==> config.mk <==
export PLATFORM = sky130hd
export DESIGN_NAME = miyajiro_mem_arbiter
export DESIGN_NICKNAME = d
export VERILOG_FILES = /design/src/rtl/miyajiro_mem_pkg.sv /design/src/rtl/mem_resp_tracker.sv /design/src/rtl/miyajiro_mem_arbiter.sv
export SDC_FILE = /design/constraint.sdc
export NUM_CORES = 1
export LEC_CHECK = 0
export ABC_AREA = 0
export CORE_AREA = 4 4 85 87
export DETAILED_ROUTE_END_ITERATION = 6
export DIE_AREA = 0 0 89 91
export PLACE_DENSITY_LB_ADDON = 0.15
export SLEW_MARGIN = 5
export SYNTH_ARGS = -nofsm -noshare
export SYNTH_HDL_FRONTEND = slang
export SYNTH_SLANG_ARGS = --single-unit
==> constraint.sdc <==
create_clock -name clk -period 3.35 [get_ports clk]
set_input_delay 0.67 -clock clk [delete_from_list [all_inputs] [get_ports clk]]
set_output_delay 0.67 -clock clk [all_outputs]
set_load 0.1 [all_outputs]
==> src/rtl/miyajiro_mem_pkg.sv <==
// Shared types and default sizes for the MIYAJIRO unified-memory arbiter.
package miyajiro_mem_pkg;

   localparam int unsigned DEF_ADDR_WIDTH   = 15;
   localparam int unsigned DEF_DATA_WIDTH   = 32;
   localparam int unsigned DEF_READ_LATENCY = 1;
   localparam int unsigned DEF_STARVE_LIMIT = 4;

   typedef enum logic {
      OWN_IF = 1'b0,
      OWN_DM = 1'b1
   } owner_t;

   // One in-flight access: who issued it and whether it was a store.
   typedef struct packed {
      logic   valid;
      owner_t owner;
      logic   is_store;
   } mem_tag_t;

endpackage

==> src/rtl/mem_resp_tracker.sv <==
// Tag pipeline matching the memory read latency; the tag leaving the last
// stage steers mem_rdata to exactly one requester.
module mem_resp_tracker
   import miyajiro_mem_pkg::*;
#(
   parameter int unsigned DEPTH      = DEF_READ_LATENCY,
   parameter int unsigned DATA_WIDTH = DEF_DATA_WIDTH
) (
   input  logic                  clk,
   input  logic                  reset_n,
   input  mem_tag_t              push_tag,
   input  logic                  flush,
   input  logic [DATA_WIDTH-1:0] mem_rdata,
   output logic                  if_resp_valid,
   output logic [DATA_WIDTH-1:0] if_resp_data,
   output logic                  dm_resp_valid,
   output logic [DATA_WIDTH-1:0] dm_resp_data
);

   mem_tag_t stage [DEPTH];
   mem_tag_t nxt   [DEPTH];
   mem_tag_t out_tag;

   // Next stage contents: new tag enters, older tags shift; flush kills only
   // IF tags already in flight, never the tag being pushed this cycle.
   always_comb begin
      nxt[0] = push_tag;
      for (int unsigned i = 1; i < DEPTH; i++) begin
         nxt[i] = stage[i-1];
         if (flush && (stage[i-1].owner == OWN_IF)) begin
            nxt[i].valid = 1'b0;
         end
      end
   end

   // Tag shift register, cleared asynchronously so nothing responds after reset.
   always_ff @(posedge clk or negedge reset_n) begin
      if (!reset_n) begin
         for (int unsigned i = 0; i < DEPTH; i++) begin
            stage[i] <= '0;
         end
      end else begin
         for (int unsigned i = 0; i < DEPTH; i++) begin
            stage[i] <= nxt[i];
         end
      end
   end

   assign out_tag = stage[DEPTH-1];

   // Output-stage decode: one response per valid tag, data zero when idle.
   always_comb begin
      if_resp_valid = out_tag.valid && (out_tag.owner == OWN_IF);
      dm_resp_valid = out_tag.valid && (out_tag.owner == OWN_DM);
      if_resp_data  = if_resp_valid ? mem_rdata : '0;
      dm_resp_data  = (dm_resp_valid && !out_tag.is_store) ? mem_rdata : '0;
   end

endmodule

==> src/rtl/miyajiro_mem_arbiter.sv <==
// Single-port memory arbiter between instruction fetch and load/store.
// DM has priority; IF is forced through after STARVE_LIMIT consecutive losses.
module miyajiro_mem_arbiter
   import miyajiro_mem_pkg::*;
#(
   parameter int unsigned ADDR_WIDTH   = DEF_ADDR_WIDTH,
   parameter int unsigned DATA_WIDTH   = DEF_DATA_WIDTH,
   parameter int unsigned READ_LATENCY = DEF_READ_LATENCY,
   parameter int unsigned STARVE_LIMIT = DEF_STARVE_LIMIT
) (
   input  logic                    clk,
   input  logic                    reset_n,
   input  logic                    if_req_valid,
   output logic                    if_req_ready,
   input  logic [ADDR_WIDTH-1:0]   if_addr,
   input  logic                    if_flush,
   output logic                    if_resp_valid,
   output logic [DATA_WIDTH-1:0]   if_resp_data,
   input  logic                    dm_req_valid,
   output logic                    dm_req_ready,
   input  logic                    dm_we,
   input  logic [ADDR_WIDTH-1:0]   dm_addr,
   input  logic [DATA_WIDTH-1:0]   dm_wdata,
   input  logic [DATA_WIDTH/8-1:0] dm_wstrb,
   output logic                    dm_resp_valid,
   output logic [DATA_WIDTH-1:0]   dm_resp_data,
   output logic                    mem_en,
   output logic [DATA_WIDTH/8-1:0] mem_we,
   output logic [ADDR_WIDTH-1:0]   mem_addr,
   output logic [DATA_WIDTH-1:0]   mem_wdata,
   input  logic [DATA_WIDTH-1:0]   mem_rdata
);

   localparam logic [3:0] LIMIT = 4'(STARVE_LIMIT);

   logic [3:0] starve_cnt;
   logic       if_forced;
   logic       dm_grant;
   logic       if_grant;
   mem_tag_t   push_tag;

   // Grant: DM first unless IF has waited LIMIT cycles; reset blocks all grants
   // so ready and memory strobes read zero while reset_n is low.
   always_comb begin
      if_forced = if_req_valid && (starve_cnt == LIMIT);
      dm_grant  = reset_n && dm_req_valid && !if_forced;
      if_grant  = reset_n && if_req_valid && !dm_grant;
   end

   // Memory drive, readies and the tracker tag all follow the grant this cycle.
   always_comb begin
      if_req_ready      = if_grant;
      dm_req_ready      = dm_grant;
      mem_en            = dm_grant || if_grant;
      mem_we            = (dm_grant && dm_we) ? dm_wstrb : '0;
      mem_addr          = dm_grant ? dm_addr : (if_grant ? if_addr : '0);
      mem_wdata         = dm_grant ? dm_wdata : '0;
      push_tag.valid    = dm_grant || if_grant;
      push_tag.owner    = dm_grant ? OWN_DM : OWN_IF;
      push_tag.is_store = dm_grant && dm_we;
   end

   // Consecutive IF losses to DM; an IF grant or an idle IF clears it.
   always_ff @(posedge clk or negedge reset_n) begin
      if (!reset_n) begin
         starve_cnt <= '0;
      end else if (!if_req_valid || if_grant) begin
         starve_cnt <= '0;
      end else if (dm_grant && (starve_cnt != LIMIT)) begin
         starve_cnt <= starve_cnt + 4'd1;
      end
   end

   mem_resp_tracker #(
      .DEPTH      (READ_LATENCY),
      .DATA_WIDTH (DATA_WIDTH)
   ) u_tracker (
      .clk           (clk),
      .reset_n       (reset_n),
      .push_tag      (push_tag),
      .flush         (if_flush),
      .mem_rdata     (mem_rdata),
      .if_resp_valid (if_resp_valid),
      .if_resp_data  (if_resp_data),
      .dm_resp_valid (dm_resp_valid),
      .dm_resp_data  (dm_resp_data)
   );

endmodule

# Word level (Yosys, flattened, before mapping)
# Index checks and enable logic that the tools add are counted.
[word_totals]
register_bits = 7
input_bits = 104
output_inout_bits = 120
wordCells = 34
[op_classes]
addsub = 1
n_eq_ne = 2
n_mux = 9
n_bitwise = 1
n_reduce_logical = 17
[op_table]
columns = ["op", "n"]
rows = [
  ["32-bit 2-to-1 mux", 3],
  ["15-bit 2-to-1 mux", 2],
  ["4-bit 2-to-1 mux", 3],
  ["1-bit logical AND", 10],
  ["4-bit by 1-bit adder with 4-bit output, second input constant", 1],
  ["4-bit by 3-bit == test with 1-bit output, second input constant", 1],
  ["1-bit logical NOT", 4],
  ["4-bit by 3-bit inequality test with 1-bit output, second input constant", 1],
  ["1-bit logical OR", 2],
  ["2-bit nonzero test", 1],
  ["1-bit 2-to-1 mux", 1],
  ["1-bit NOT", 1],
]

# Depth between registers and ports, before layout
# Gate-level depths: netlist (run 1).
[logic_depth]
ltp_word = 8
depth_mapped = 6
depth_no_buf = 5

# Modules after synthesis
# Synthesis (run 1) repeated with hierarchy kept, for this count alone.
[hier_totals]
hier_cells = 178
area_unflattened_um2 = 1569.0
[modules_own_cells]
columns = ["module", "n_inst", "cells_each", "area_each_um2", "seq_area_each_um2"]
rows = [
  ["mem_resp_tracker", 1, 86, 820.8, 75.1],
  ["miyajiro_mem_arbiter", 1, 92, 748.2, 100.1],
]

# Worst setup path before layout (run 1)
# No wires, ideal clock.
[synth_path]
kind = "flip-flop to output port"
startpoint = "reg u_tracker.stage (netlist bit u_tracker.out_tag[1])"
endpoint = "out if_resp_data[22]"
arrival_ps = 2441
required_ps = 2680
path_slack_ps = 239
path_stages_with_launch = 4
path_cell_list = "dfrtp_1 -> nor2b_1 -> clkbuf_1 -> and2_1"
[synth_via]
elab_chain_len = 3
[synth_lines]
columns = ["element", "line_no", "text"]
rows = [
  ["start, declared", "mem_resp_tracker.sv:20", "mem_tag_t stage [DEPTH];"],
  ["start signal, assigned by index", "mem_resp_tracker.sv:44", "stage[i] <= nxt[i];"],
  ["1-bit NOT", "mem_resp_tracker.sv:53", "if_resp_valid = out_tag.valid && (out_tag.owner == OWN_IF);"],
  ["1-bit logical AND", "mem_resp_tracker.sv:53", ""],
  ["via if_resp_valid", "miyajiro_mem_arbiter.sv:17", "output logic if_resp_valid,"],
  ["32-bit 2-to-1 mux", "mem_resp_tracker.sv:55", "if_resp_data = if_resp_valid ? mem_rdata : '0;"],
  ["end, declared", "miyajiro_mem_arbiter.sv:18", "output logic [DATA_WIDTH-1:0] if_resp_data,"],
]
# The timed path passes the listed nets, and every way through them passes these cells.

# Final worst setup path (run 1)
[layout_path]
startpoint = "in if_req_valid"
endpoint = "out mem_we[1]"
[layout_via]
elab_chain_len = 5
[layout_lines]
columns = ["element", "line_no", "text"]
rows = [
  ["start, declared", "miyajiro_mem_arbiter.sv:13", "input logic if_req_valid,"],
  ["1-bit logical AND", "miyajiro_mem_arbiter.sv:45", "if_forced = if_req_valid && (starve_cnt == LIMIT);"],
  ["1-bit logical NOT", "miyajiro_mem_arbiter.sv:46", "dm_grant = reset_n && dm_req_valid && !if_forced;"],
  ["1-bit logical AND", "miyajiro_mem_arbiter.sv:46", ""],
  ["1-bit logical AND", "miyajiro_mem_arbiter.sv:55", "mem_we = (dm_grant && dm_we) ? dm_wstrb : '0;"],
  ["4-bit 2-to-1 mux", "miyajiro_mem_arbiter.sv:55", ""],
  ["end, declared", "miyajiro_mem_arbiter.sv:28", "output logic [DATA_WIDTH/8-1:0] mem_we,"],
]
# No other way between the ends.

==> results of run 1 <==
## worst reg2reg max path, stage by stage, from the launching register on
cell and delay (ps):
dfrtp_1 390, inv_1 100, ha_1 220, nand3b_4 120, o211a_4 260, buf_12 180, and2_1 170
## routing by layer
layer  track usage [%]  up-vias  wire length, um
met3              6.52       10             1010
met5                 0        -                0
met4              3.47        0              121
met1              16.3      891             2170
met2              37.1      141             4400
li1                  -      982                -
## worst paths after layout
check                                     startpoint                              to  slack, ps  cells after the start
max reg2reg                starve_cnt[0]$_DFFE_PN0P_  u_tracker.out_tag[0]$_DFF_PN0_       1820                      6
min in group asynchronous                    reset_n       starve_cnt[3]$_DFFE_PN0P_        700                      1
max                                     if_req_valid                       mem_we[1]        360                      6
max in group asynchronous                    reset_n  u_tracker.out_tag[1]$_DFF_PN0_       2220                      2
min                        starve_cnt[3]$_DFFE_PN0P_       starve_cnt[3]$_DFFE_PN0P_        570                      1
min reg2reg                starve_cnt[3]$_DFFE_PN0P_       starve_cnt[3]$_DFFE_PN0P_        570                      1
## per-stage QoR
step           cell area [sq um]  hold WS, ps  cells
2_1_floorplan               1230          374    165
3_3_place_gp                4720          524    456
3_5_place_dp                4720          564    456
4_1_cts                     4770          578    460
5_1_grt                     4770          599    460
6_report                    4770          572    460
## final cells by class
| class | instances | area, sq um | share of cell area [%] |
|---|---|---|---|
| multi-input cells | 141 | 972 | 20.4 |
| well taps | 77 | 96.3 | 2.02 |
| inverters | 3 | 11.3 | 0.236 |
| flip-flops and latches | 7 | 175 | 3.67 |
| clock buffers | 3 | 41.3 | 0.866 |
| repair buffers | 228 | 3470 | 72.7 |
| clock inverters | 1 | 5.00 | 0.105 |
## cells in the mapped netlist, drive strengths merged (2+ instances only)
cell type,count
dfrtp,7
clkbuf,9
ha,2
nor2b,2
nand2,2
a22o,15
nand3,3
inv,3
nand3b,2
nand4b,2
and3,4
buf,5
and2,98
## report_power, final
part	internal, mW	switching (mW)	leakage (nW)
Sequential	0.0878	0.00154	0.0938
Clock	0.0808	0.0404	0.0255
Combinational	0.359	0.548	1.88
Total	0.528	0.589	2.00
## state kept, by name, indices dropped and copies added, names as in the netlist
register / count
starve_cnt: 4
u_tracker.out_tag: 3
## logic make-up (layout without fill, tap and decap cells)
logic type	count (synthesis)	count (layout)	share of synthesized area (%)
flip-flops	7	7	14.2
AND/OR/NAND/NOR	117	117	60.8
AO/OA/AOI/OAI	22	22	16.0
buffers and inverters	17	235	7.00
adder cells (fa/ha/maj)	2	2	2.03
==> impl_metrics.csv, run 1 <==
group,metric,value,unit
clock_tree,numCtsBuffers,3,
timing,slew_headroom,60.7,%
synth,ys_seq_area_share,14.2,%
die,fp.dieW,89,um
global_route,antenna_found_initial,0,
final_layout,nFillCells,426,
final_layout,n_antenna_cell,0,
clock_tree,clockBufferDepth,2,
die,die_area,0.00810,sq mm
final_layout,area_delta_synth_final,287,%
critical_path,crit_top_cell,"buf_12",
synth,yosysTopAreaCell,"and2_1",
synth,async_flop_share,100,%
global_route,overflow,0,
critical_path,critPathRequiredTime,2680,ps
run,cap_violations,0,
routing,drc,0,
pwr,peakVddDrop,0.142,mV
critical_path,cp_slowest_cell,"clkdlybuf4s50_1",
clock_tree,cts_max_level,1,
place,dp_slack,408,ps
routing,drt_iter0_drc,46,
clock_tree,holdBufCountCts,0,
final_layout,final_common_cell,"buf_12",
synth,synth_area,0.00123,sq mm
critical_path,critical_path.max_stage_delay,630,ps
timing,finalCritPeriodShare,89.4,%
global_route,grt_pass1_wl,11400,um
critical_path,start_kind,"input pin",
clock_tree,clock-root-buffer,"clkbuf_8",
timing,fin_crit,2990,ps
synth,yosys_warnings,0,
timing,layout_setup_ws,356,ps
die,start_util,19.4,%
clock_tree,clk_latency,230,ps
timing,skew,1.49,ps
global_route,grt.total_usage,18.1,%
routing,drtAntennaViolNets,0,
timing,tightest_slew,589,ps
synth,synth.top_cell.area_share,49.7,%
critical_path,end_kind,"primary output",
routing,viasPerCell,4.40,
pwr,power,1.12,mW
synth,synth_area_per_cell,7.48,sq um
critical_path,cp_top_family,"buffers and inverters",
timing,slew_viol_final,0,
synth,syn-num-nets,271,
die,row_count,29,
die,die_h,91,um
timing,max_freq,0.334,GHz
pwr,p_per_area,234,mW/mm^2
timing,rsz0062_at_grt,"no",
clock_tree,clk_pin_slew,40,ps
clock_tree,cts_setup_buffers,0,
routing,drt-wirelength-per-cell,16.7,um
critical_path,cp_cell_sequence,"clkdlybuf4s50_1 -> inv_1 -> o211a_4 -> buf_12 -> and3_1 -> buf_12",
synth,synthTopCellsByArea,"and2_1, dfrtp_1, a22o_1, clkbuf_1, and3_1",
synth,synth_edf_count,0,
timing,setup_viol,0,
place,io_buffers,222,
hold_path,hold_class,"flop to flop",
die,ios,224,
critical_path,crit_buf_inv,4,
final_layout,mostFrequentLayoutCells,"buf_12, clkdlybuf4s50_1, and2_1, a22o_1, dfrtp_1",
clock_tree,clkSinkCount,7,
synth,postSynthCellCount,165,
final_layout,nNetsFinal,490,
final_layout,final_core_util,75.1,%
routing,drt-pass1-iter-count,4,
critical_path,path_max_fanout,53,
die,core-area,0.00635,sq mm
global_route,first_global_vias,2047,
routing,num_vias,2024,
synth,ys_seq_elements,7,
critical_path,critPathKind,"input pin to primary output",
pwr,leakagePower,2.00,nW
place,finalWeightedCongestion,0.831,
clock_tree,cts_tree,"built",
synth,synthFlopType,"dfrtp_1",
critical_path,arrival,2320,ps
timing,hold_viol,0,
place,dp_hpwl,7100,um
clock_tree,post_cts_resized,0,
global_route,grt_max_degree,54,
timing,fin_tns_setup,0,ps
routing,routed_wl,7700,um
final_layout,drive_gt1_share,35.2,%
status,status,"finished clean",
synth,yosysUniqueCellTypes,29,
Power figures use the tool's default switching activity.
==> run 2: changes to the inputs <==
PLACE_DENSITY = 0.76   (was not set)
PLACE_DENSITY_LB_ADDON = not set   (was 0.15)
==> impl_metrics.csv, run 2 (synthesis gave the netlist of run 1 again) <==
group,metric,value,unit
critical_path,critPathRequiredTime,2680,ps
critical_path,cp_slowest_cell,"clkdlybuf4s50_1",
clock_tree,post_cts_resized,0,
routing,viasPerCell,4.43,
final_layout,final_core_util,74.8,%
pwr,intPower,0.527,mW
clock_tree,clockBufferDepth,2,
critical_path,r2r_start,"starve_cnt[0]$_DFFE_PN0P_",
clock_tree,clock-root-buffer,"clkbuf_8",
final_layout,top_register,"starve_cnt",
global_route,grt_max_degree,55,
final_layout,n_antenna_cell,0,
critical_path,start_kind,"input pin",
run,cap_violations,0,
critical_path,critPathKind,"input pin to primary output",
final_layout,area_delta_synth_final,285,%
status,status,"finished clean",
timing,hold_viol,0,
critical_path,arrival,2370,ps
clock_tree,clk_pin_slew,40,ps
place,dp_hpwl,7060,um
clock_tree,holdBufCountCts,0,
global_route,antenna_found_initial,0,
timing,tightest_slew,463,ps
pwr,clkPwrFrac,10.4,%
routing,drt-wirelength-per-cell,16.4,um
final_layout,final_common_cell,"buf_12",
final_layout,largest_reg_flops,4,
place,io_buffers,222,
pwr,power_frac_comb,81.5,%
die,row_count,29,
critical_path,crit_buf_inv,3,
routing,drt-pass1-iter-count,4,
clock_tree,clkSinkCount,7,
critical_path,reg2regPathDepth,5,
timing,skew,4.44,ps
hold_path,holdPathEnd,"starve_cnt[3]$_DFFE_PN0P_",
die,ios,224,
pwr,switchingPower,0.584,mW
pwr,p_per_area,234,mW/mm^2
place,finalWeightedCongestion,0.827,
pwr,seqPwrFrac,8.0,%
place,placed_area,0.00470,sq mm
timing,slew_headroom,69.2,%
routing,drt_iter0_drc,59,
critical_path,r2r-end,"u_tracker.out_tag[0]$_DFF_PN0_",
timing,rsz0062_at_grt,"no",
final_layout,stdcell_area,0.00475,sq mm
routing,routed_wl,7530,um
die,die_area,0.00810,sq mm
timing,finalCritPeriodShare,90.7,%
hold_path,hold_depth,1,
critical_path,path_max_fanout,54,
global_route,overflow,0,
pwr,leakagePower,1.99,nW
final_layout,drive_gt1_share,34.8,%
die,fp.dieW,89,um
pwr,switching_share,52.6,%
timing,max_freq,0.329,GHz
hold_path,worstHoldStart,"starve_cnt[3]$_DFFE_PN0P_",
die,die_h,91,um
hold_path,hold_class,"flop to flop",
die,core-area,0.00635,sq mm
timing,setup_viol,0,
routing,drtAntennaViolNets,0,
critical_path,reg2reg_setup_slack,1760,ps
critical_path,cp_top_family,"buffers and inverters",
critical_path,cp_cell_sequence,"clkdlybuf4s50_1 -> inv_1 -> o211a_4 -> and3_1 -> buf_12",
critical_path,critical_path.max_stage_delay,540,ps
final_layout,mostFrequentLayoutCells,"buf_12, clkdlybuf4s50_1, and2_1, a22o_1, dfrtp_1",
die,start_util,19.4,%
final_layout,nNetsFinal,489,
routing,drc,0,
timing,slew_viol_final,0,
clock_tree,cts_tree,"built",
clock_tree,cts_max_level,1,
clock_tree,clk_latency,220,ps
critical_path,end_kind,"primary output",
timing,fin_crit,3040,ps
clock_tree,cts_setup_buffers,0,
global_route,grt.total_usage,17.3,%
timing,fin_tns_setup,0,ps
routing,num_vias,2035,
clock_tree,numCtsBuffers,3,
global_route,first_global_vias,2068,
global_route,grt_pass1_wl,11000,um
pwr,peakVddDrop,0.129,mV
==> run 2: cell type report <==
cell class / instances / area, sq um
Clock buffer: 4 / 45.0
Fill cell: 412 / 1600
Inverter: 3 / 11.3
Multi-Input combinational cell: 141 / 972
Sequential cell: 7 / 175
Tap cell: 77 / 96.3
Timing Repair Buffer: 227 / 3450
==> run 2: per-stage QoR <==
| stage | setup WS [ps] | power (mW) | instances | hold slack (ps) |
|---|---|---|---|---|
| finish | 313 | 1.11 | 459 | 569 |
| global route | 194 | 1.14 | 459 | 599 |
| CTS | 303 | 1.12 | 459 | 558 |
| detailed placement | 311 | 1.00 | 455 | 548 |
| global placement | 356 | 0.994 | 455 | 520 |
| floorplan | 239 | 0.593 | 165 | 374 |
==> run 2: layer usage <==
| metal | share of wire, % | wire, um | track usage, % | vias to the layer above |
|---|---|---|---|---|
| li1 | - | - | - | 979 |
| met1 | 28 | 2100 | 14.7 | 889 |
| met2 | 56 | 4200 | 35.4 | 155 |
| met3 | 14 | 1020 | 6.15 | 12 |
| met4 | 2.6 | 199 | 5.33 | 0 |
| met5 | 0 | 0 | 0 | - |
==> run 2: worst reg2reg max path, cell delays in order, from the launching register on <==
cell and delay (ps):
dfrtp_1 390, inv_1 100, ha_1 230, nand3b_4 120, o211a_4 400, and2_1 230
==> run 2: power by group through the flow <==
stage	registers (mW)	clock network (mW)	logic, mW
floorplan	0.0901	0	0.503
global placement	0.0903	0	0.903
detailed placement	0.0906	0	0.913
CTS	0.0894	0.118	0.913
global route	0.0897	0.125	0.930
finish	0.0895	0.116	0.906
==> run 2: worst max path at each step <==
stage / startpoint / to / slack, ps / cells after the start
6_report: if_req_valid / mem_we[0] / 310 / 5
5_1_grt: if_req_valid / mem_we[2] / 190 / 5
4_1_cts: if_req_valid / mem_we[0] / 300 / 5
3_5_place_dp: if_req_valid / mem_we[0] / 310 / 5
3_3_place_gp: if_req_valid / mem_addr[3] / 360 / 5
2_1_floorplan: u_tracker.out_tag[1]$_DFF_PN0_ / if_resp_data[22] / 240 / 3
